<file path="config.mk">
export PLATFORM = sky130hd
export DESIGN_NAME = mux_bank_out_stream
export DESIGN_NICKNAME = d
export VERILOG_FILES = /design/src/rtl/mux_bank_out_stream.sv
export SDC_FILE = /design/constraint.sdc
export NUM_CORES = 1
export LEC_CHECK = 0
export ABC_AREA = 1
export ABC_CLOCK_PERIOD_IN_PS = 1700
export BUFFER_PORTS_ARGS = -buffer_cell sky130_fd_sc_hd__buf_2
export CAP_MARGIN = 20
export CORE_AREA = 3 3 432 434
export DETAILED_ROUTE_END_ITERATION = 6
export DIE_AREA = 0 0 435 437
export GPL_TIMING_DRIVEN = 0
export HOLD_SLACK_MARGIN = 0.03
export PLACE_DENSITY = 0.3
export SYNTH_ARGS = -nofsm -noshare
export SYNTH_HDL_FRONTEND = slang
export SYNTH_SLANG_ARGS = --single-unit
</file>
<file path="constraint.sdc">
create_clock -name clk -period 1.7 [get_ports clk]
set_input_delay 0.17 -clock clk [delete_from_list [all_inputs] [get_ports clk]]
set_output_delay 0.17 -clock clk [all_outputs]
set_load 0.05 [all_outputs]
</file>
<file path="src/rtl/mux_bank_out_stream.sv">
// N:1 bank-output selector for the NTT memory-bank read path.
// Each command is either a single beat or a strided burst with modulo wrap, streamed through a registered valid/ready output stage.
//
// state | meaning
// ------+-----------------------------------------------------------
// IDLE  | cmd_ready=1, waiting for a command; a pending beat may drain
// RUN   | issuing beats whenever the output slot is free; cmd_ready=0
module mux_bank_out_stream #(
    parameter int N_BANK  = 16,
    parameter int D_WIDTH = 64,
    parameter int SEL_W   = $clog2(N_BANK)
) (
    input  logic                      clk,
    input  logic                      rst,
    input  logic [N_BANK*D_WIDTH-1:0] Q_in,
    input  logic                      cmd_valid,
    output logic                      cmd_ready,
    input  logic                      cmd_burst,
    input  logic [SEL_W-1:0]          cmd_sel,
    input  logic [SEL_W:0]            cmd_len,
    input  logic [SEL_W-1:0]          cmd_stride,
    output logic                      out_valid,
    input  logic                      out_ready,
    output logic [D_WIDTH-1:0]        Q_out,
    output logic [SEL_W-1:0]          out_sel,
    output logic                      out_last,
    output logic                      busy
);

    typedef enum logic {IDLE, RUN} state_t;

    localparam logic [SEL_W:0] N_EXT = (SEL_W+1)'(N_BANK);
    localparam logic [SEL_W:0] ONE   = (SEL_W+1)'(1);

    state_t             state, state_nxt;
    logic [SEL_W-1:0]   cur_sel, cur_sel_nxt;
    logic [SEL_W-1:0]   stride, stride_nxt;
    logic [SEL_W:0]     remaining, remaining_nxt;
    logic               out_valid_nxt;
    logic [D_WIDTH-1:0] q_out_nxt;
    logic [SEL_W-1:0]   out_sel_nxt;
    logic               out_last_nxt;

    logic               slot_free;
    logic [D_WIDTH-1:0] sel_word;
    logic [SEL_W:0]     sel_sum;
    logic [SEL_W:0]     sel_wrap;
    logic [SEL_W:0]     stride_ext;
    logic [SEL_W:0]     stride_red;
    logic [SEL_W:0]     len_in;

    // Indices at or above N_BANK (non-power-of-two banks) match no bank and read as zero.
    always_comb begin
        sel_word = '0;
        for (int k = 0; k < N_BANK; k++) begin
            if (cur_sel == SEL_W'(k)) begin
                sel_word = Q_in[k*D_WIDTH +: D_WIDTH];
            end
        end
    end

    always_comb begin
        slot_free  = !out_valid || out_ready;
        sel_sum    = {1'b0, cur_sel} + {1'b0, stride};
        sel_wrap   = (sel_sum >= N_EXT) ? (sel_sum - N_EXT) : sel_sum;
        stride_ext = {1'b0, cmd_stride};
        stride_red = (stride_ext >= N_EXT) ? (stride_ext - N_EXT) : stride_ext;
        if (!cmd_burst || (cmd_len == '0)) begin
            len_in = ONE;
        end else if (cmd_len > N_EXT) begin
            len_in = N_EXT;
        end else begin
            len_in = cmd_len;
        end
    end

    always_comb begin
        state_nxt     = state;
        cur_sel_nxt   = cur_sel;
        stride_nxt    = stride;
        remaining_nxt = remaining;
        out_valid_nxt = out_valid;
        q_out_nxt     = Q_out;
        out_sel_nxt   = out_sel;
        out_last_nxt  = out_last;
        cmd_ready     = 1'b0;

        case (state)
            IDLE: begin
                cmd_ready = 1'b1;
                if (out_valid && out_ready) begin
                    out_valid_nxt = 1'b0;
                end
                if (cmd_valid) begin
                    cur_sel_nxt   = cmd_sel;
                    stride_nxt    = stride_red[SEL_W-1:0];
                    remaining_nxt = len_in;
                    state_nxt     = RUN;
                end
            end
            RUN: begin
                if (slot_free) begin
                    q_out_nxt     = sel_word;
                    out_sel_nxt   = cur_sel;
                    out_last_nxt  = (remaining == ONE);
                    out_valid_nxt = 1'b1;
                    cur_sel_nxt   = sel_wrap[SEL_W-1:0];
                    remaining_nxt = remaining - ONE;
                    if (remaining == ONE) begin
                        state_nxt = IDLE;
                    end
                end
            end
            default: state_nxt = IDLE;
        endcase
    end

    always_ff @(posedge clk) begin
        if (rst) begin
            state     <= IDLE;
            cur_sel   <= '0;
            stride    <= '0;
            remaining <= '0;
            out_valid <= 1'b0;
            Q_out     <= '0;
            out_sel   <= '0;
            out_last  <= 1'b0;
        end else begin
            state     <= state_nxt;
            cur_sel   <= cur_sel_nxt;
            stride    <= stride_nxt;
            remaining <= remaining_nxt;
            out_valid <= out_valid_nxt;
            Q_out     <= q_out_nxt;
            out_sel   <= out_sel_nxt;
            out_last  <= out_last_nxt;
        end
    end

    assign busy = (state == RUN) || out_valid;

endmodule
</file>
# [Word-level counts from Yosys, hierarchy flattened]
# Cells that the tools add are included.
[classes] add_sub_neg=3 n_mul=0 div=0 order_cmp=2 n_eq_ne=19 shift=0 n_mux=33 bitwise_logic=1 reduce_logical=12
[ops] cell="2-to-1 mux 64 bit" count=16
[ops] cell="equality test 4 bit, second input constant" count=8
[ops] cell="2-to-1 mux 5 bit" count=4
[ops] cell="equality test 4 x 3 -> 1 bit, second input constant" count=4
[ops] cell="2-to-1 mux 4 bit" count=3
[ops] cell="case mux 5 bit (2 select lines)" count=1
[ops] cell="equality test 4 x 2 -> 1 bit, second input constant" count=2
[ops] cell="case mux 4 bit (2 select lines)" count=1
[ops] cell="AND reduction 2 bit" count=4
[ops] cell="2-to-1 mux 1 bit" count=6
[ops] cell="adder 4 x 4 -> 5 bit" count=1
[ops] cell="equality test 5 x 1 -> 1 bit, second input constant" count=1
[ops] cell="greater-or-equal comparator 5 bit, second input constant" count=1
[ops] cell="greater-than comparator 5 bit, second input constant" count=1
[ops] cell="logical NOT 5 bit" count=1
[ops] cell="subtractor 5 x 1 -> 5 bit, second input constant" count=1
[ops] cell="equality test 4 x 1 -> 1 bit, second input constant" count=1
[ops] cell="logical NOT 4 bit" count=1
[ops] cell="inequality test 2 bit, second input constant" count=2
[ops] cell="case mux 1 bit (2 select lines)" count=2
[ops] cell="subtractor 4 x 1 -> 4 bit, second input constant" count=1
[ops] cell="logical OR 1 bit" count=3
[ops] cell="logical NOT 1 bit" count=2
[ops] cell="inequality test 2 x 1 -> 1 bit, second input constant" count=1
[ops] cell="2 further kinds" count=2
[word_totals] register_bits=84 latchBits=0 mem_bits_rw=0 romBits=0 input_bits=1042 out_inout_bits=72 wordCells=78 memories=0

# [Logic depth before layout (Yosys ltp)]
[depth] word_depth=17 depth_mapped=16 mapped_depth_nobuf=15

# [Worst setup path before layout]
# No wires, ideal clock.
[synth_timing] path_type="register to register" startpoint="reg out_valid" endpoint="reg cur_sel[0]" arrival_time_ns=1.801 required_time_ns=1.565 setup_slack_ns=-0.236 path_stages_with_launch=9 n_path_buf=1 synth_period_minus_slack_ns=1.936 cell_sequence="dfxtp_1 nand2_1 nand2_1 inv_1 nor2_1 inv_1 clkbuf_1 o21ai_0 a31oi_1"
[synth_between] elab_chain_cells=4
[synth_rtl] item="start: declaration" line_no="22" text="output logic out_valid,"
[synth_rtl] item="start signal: assignment" line_no="133" text="out_valid <= out_valid_nxt;"
[synth_rtl] item="logical NOT 1 bit" line_no="63" text="slot_free = !out_valid || out_ready;"
[synth_rtl] item="logical OR 1 bit" line_no="63"
[synth_rtl] item="inequality test 2 x 1 -> 1 bit (no line)"
[synth_rtl] item="AND reduction 2 bit (no line)"
[synth_rtl] item="end signal: assignment" line_no="130" text="cur_sel <= cur_sel_nxt;"
[synth_rtl] item="end: declaration" line_no="36" text="logic [SEL_W-1:0] cur_sel, cur_sel_nxt;"
# Every way passes these cells.
# A chain may end at the register's enable or synchronous reset.

# [Worst setup path in the final report]
[layout_timing] startpoint="reg cur_sel[0]" endpoint="reg Q_out[63]"
[layout_between] elab_chain_cells=17
[layout_rtl] item="logical NOT 4 bit" line_no="56" text="if (cur_sel == SEL_W'(k)) begin"
[layout_rtl] item="2-to-1 mux 64 bit (15 in series)" line_no="56"
[layout_rtl] item="2-to-1 mux 64 bit *" line_no="56"
[layout_rtl] item="end signal: assignment" line_no="134" text="Q_out <= q_out_nxt;"
[layout_rtl] item="end: declaration" line_no="24" text="output logic [D_WIDTH-1:0] Q_out,"
# Every way passes the cells marked *; elsewhere a longest branch is shown, timed or not.

==> results.md <==
* Clk pwr share at 0.143
* Per-cell routed wire length at about 30 um
* Placed cells at 5874
* Core Footprint at 183000 um2
* Number of flops mapped to enable cells by yosys at 0
* Htree depth at 3
* Layout cell share with drive strength beyond 1 at 0.485
* Later-pin clock latency in the skew report at around 420 ps
* Initial antenna violation count at 80
* # nets final at 4559
* Mapped Area at 11200 um2
* Sequential fraction of the synthesis area at 0.150
* Fin cells at 6009
* Final Wtd Congestion at 0.982
* YS warnings at 0
* CTS sink cnt at 84
* FFs w/ async S/R, synth at 0
* Prevailing post-synth register cell: dfxtp_1
* Critical path type: reg -> reg
* Detail Route Antenna Nets at 0
* Starting density of the core at 0.0610
* Worst reg2reg path depth at 15
* DRC Markers at 0
* Most common cell in the synthesized netlist: nand2_1
* Gr usage total at 0.184
* Die area at 190000 um2
* Vias/cell at 3.53
* Comb pwr share at 0.714
* First-pass GRT wire length at 225000 um
* Mean Syn Cell Area at 4.89 um2
* Power density cells at just under 700 nW/um2
* Cell Chain, Critical Path: clkinv_8 > buf_12 > nand2_8 > nor2_4 > buf_12 > nand2_2 > nand3_4 > a21oi_4 > nand4_1 > nand2_1 > nand4_1 > nand2_2 > nand4_1 > nand2_1 > a21oi_1
* Seq pwr share at 0.143
* Final setup fails at 66
* Worst path max stage delay at 600 ps
* Multi-input logic area at 10100 um2
* Hold path startpoint: Q_in[790]
* Arrival time of the worst setup path at 3800 ps
* Die width at 435 um
* Failing checks: negative setup slack
* Hold path depth at 5
* FMAX at 285 MHz
* CTS tree: built
* Switching power at approximately 9600 uW
* Pins Over Slew Limit at 0
* P&R area growth vs syn at 114%
* I/O pin count at 1114
* Synth area leaders: nand2_1 30%, dfxtp_1 15%, nor2_1 13%, nand4_1 9.3%, a21oi_1 7.8%
* Clk root buf: clkbuf_16
* Syn_nets at 3335
* CP Launch Type: register
* Int Pwr at 6860 uW
* Pre-antenna DRT Iters at 5
* Reg clk slew, reported paths at 90 ps
* Fin. Hold Viols at 0
* Yosys reg bits at 84
* Max-slew headroom at 0.359
* Chip Height at 437 um
* Core Util, Final at 0.131
* Mapped Cells at 2287
* HP Class: in -> reg
* Initial DRC count at roughly 1800
* Switching part of the total at 0.585
* Slew at the pin closest to its max-slew limit at just under 1000 ps
* CP max stage cell: nand4_1
* Fin Hold WS at around 84 ps
* Synth top area share at 0.301
* R2R setup slack at -1810 ps
* Period utilisation layout at 2.06
* WHS Endpoint: Q_out[22]$_SDFFE_PP0P_
* Register area at 1700 um2
* Biggest area consumer among synthesized cells: nand2_1
* Static leakage at 0.0114 uW
* GR Overflow Total at 0
* Unrepaired setup endpoints after global routing: true
* Vias in the first global route at 20673
* Detailed-route via count at ~21000
* Critical R2R Capture: Q_out[63]$_SDFFE_PP0P_
* Detailed Route WL at roughly 180000 um
* Cell mode on critical path: nand4_1
* Critical path's top delay family: simple AND/OR/NAND/NOR gates
* Number of max-cap violations at 0
* Post-synth top cells: 897 x nand2_1, 379 x nor2_1, 184 x inv_1
* Clock Tree Buf Depth at 2
* IO Port Bufs at 1112
* TritonCTS buffer count at 9
* Minimum clock period at around 3500 ps
* WP data required at 2000 ps
* Row count at 157
* Unique masters post-synth at 32
* Reg2reg start: cur_sel[0]$_SDFFE_PP0P_
* Detailed placement HPWL at 166000 um
* Filler cells at 21999
* Crit end category: register
* WP buf/inv at 3
* Largest net degree at the start of global routing at 17
* VDD IR max at 0.571 mV
* Clock Skews at 21.3 ps
* Final WS setup at -1810 ps
* Max FO, Critical Path at 7
* Result of the run: complete, but fails checks
==> sequential cells by signal, indices dropped and copies added, names as in the netlist <==
| name | count |
|---|---|
| Q_out | 64 |
| remaining | 5 |
| cur_sel | 4 |
| out_sel | 4 |
| stride | 4 |
| out_last | 1 |
| out_valid | 1 |
| state | 1 |
==> power groups by stage <==
stage / registers [uW] / logic [uW] / clock network (uW)
4_1_cts: 2340 / 11600 / 2550
5_1_grt: 2370 / 12400 / 2550
2_1_floorplan: 2990 / 2690 / 0
3_3_place_gp: 2380 / 9880 / 0
6_report: 2350 / 11800 / 2360
3_5_place_dp: 2390 / 9910 / 0
==> what timing repair did <==
action,4_1_cts,5_1_grt
hold endpoints to repair,6,0
hold buffers,6,0
pin swaps,228,220
setup endpoints to repair,80,73
buffers inserted,58,31
cloned,0,1
gates resized for setup,553,182
==> worst max-delay path by stage <==
stage / slack, ps / endpoint / depth (start not counted) / start
2_1_floorplan: 10 / Q_out[48]$_SDFFE_PP0P_ / 15 / cur_sel[1]$_SDFFE_PP0P_
3_3_place_gp: -3190 / Q_out[13]$_SDFFE_PP0P_ / 14 / cur_sel[0]$_SDFFE_PP0P_
3_5_place_dp: -2880 / Q_out[63]$_SDFFE_PP0P_ / 15 / cur_sel[1]$_SDFFE_PP0P_
4_1_cts: -1910 / Q_out[63]$_SDFFE_PP0P_ / 15 / cur_sel[0]$_SDFFE_PP0P_
5_1_grt: -1820 / Q_out[27]$_SDFFE_PP0P_ / 15 / cur_sel[0]$_SDFFE_PP0P_
6_report: -1810 / Q_out[63]$_SDFFE_PP0P_ / 15 / cur_sel[0]$_SDFFE_PP0P_
==> metal layers <==
layer	wire (um)	share of wire	up-vias	global-route usage
li1	-	-	9755	-
met2	91700	0.50	1053	0.325
met4	3890	0.021	32	0.0392
met3	13900	0.076	158	0.0363
met5	211	0.0011	-	0
met1	74500	0.40	10199	0.230
==> cells in the final DEF, fill, tap and decap left out, types with 7 or more instances in the layout <==
cell	n
nor2_1	296
a21oi_2	15
buf_12	22
or2_0	13
buf_4	61
dfxtp_1	79
nand3_4	27
clkbuf_4	8
clkbuf_2	22
nand2_8	11
clkbuf_16	12
nor2_4	64
o21ai_0	22
nor2_2	29
inv_2	7
nand2_4	44
buf_2	1128
or2_2	46
a21oi_1	151
buf_6	39
nand2_1	775
nand2_2	71
inv_1	176
a21oi_4	9
diode_2	29
nand3_1	66
nand4_1	167
clkbuf_1	33
buf_8	17
nand3_2	30
==> kinds of logic (layout without fill, tap and decap cells) <==
| logic type | count (synthesis) | count (layout) | share of synthesized area |
|---|---|---|---|
| xor+xnor | 4 | 4 | 0.00314 |
| simple gates | 1642 | 1642 | 0.620 |
| flops | 84 | 84 | 0.150 |
| other cells | 0 | 29 | 0 |
| buf+inv | 332 | 1561 | 0.118 |
| compound gates | 219 | 219 | 0.101 |
| fa+ha+maj | 6 | 6 | 0.00739 |
==> layout make-up <==
| type | instances | share of cell area |
|---|---|---|
| inverter | 195 | 0.0336 |
| buffer | 134 | 0.0448 |
| tap | 2464 | 0.129 |
| clock inverter | 6 | 0.00314 |
| sequential | 84 | 0.0710 |
| timing repair buffer | 1216 | 0.283 |
| antenna | 29 | 0.00303 |
| multi-input combinational | 1871 | 0.422 |
| clock buffer | 10 | 0.00998 |
==> worst reg2reg max path, cell delays in order, from the launching register on <==
cell and delay [ps]:
dfxtp_4 440, clkinv_8 90, buf_12 140, nand2_8 70
nor2_4 60, buf_12 160, nand2_2 120, nand3_4 110
a21oi_4 190, nand4_1 610, nand2_1 330, nand4_1 360
nand2_2 240, nand4_1 260, nand2_1 140, a21oi_1 60
==> stage by stage <==
stage | setup TNS (ps) | instance area [um2] | setup slack [ps] | power (uW)
detailed placement | -150790 | 20000 | -2880 | 12300
CTS | -86590 | 23000 | -1910 | 16500
floorplan | 0 | 11200 | 12.6 | 5680
global route | -88260 | 23900 | -1820 | 17400
global placement | -170430 | 19800 | -3190 | 12300
finish | -81140 | 23900 | -1810 | 16500
Power figures use the tool's default switching activity.
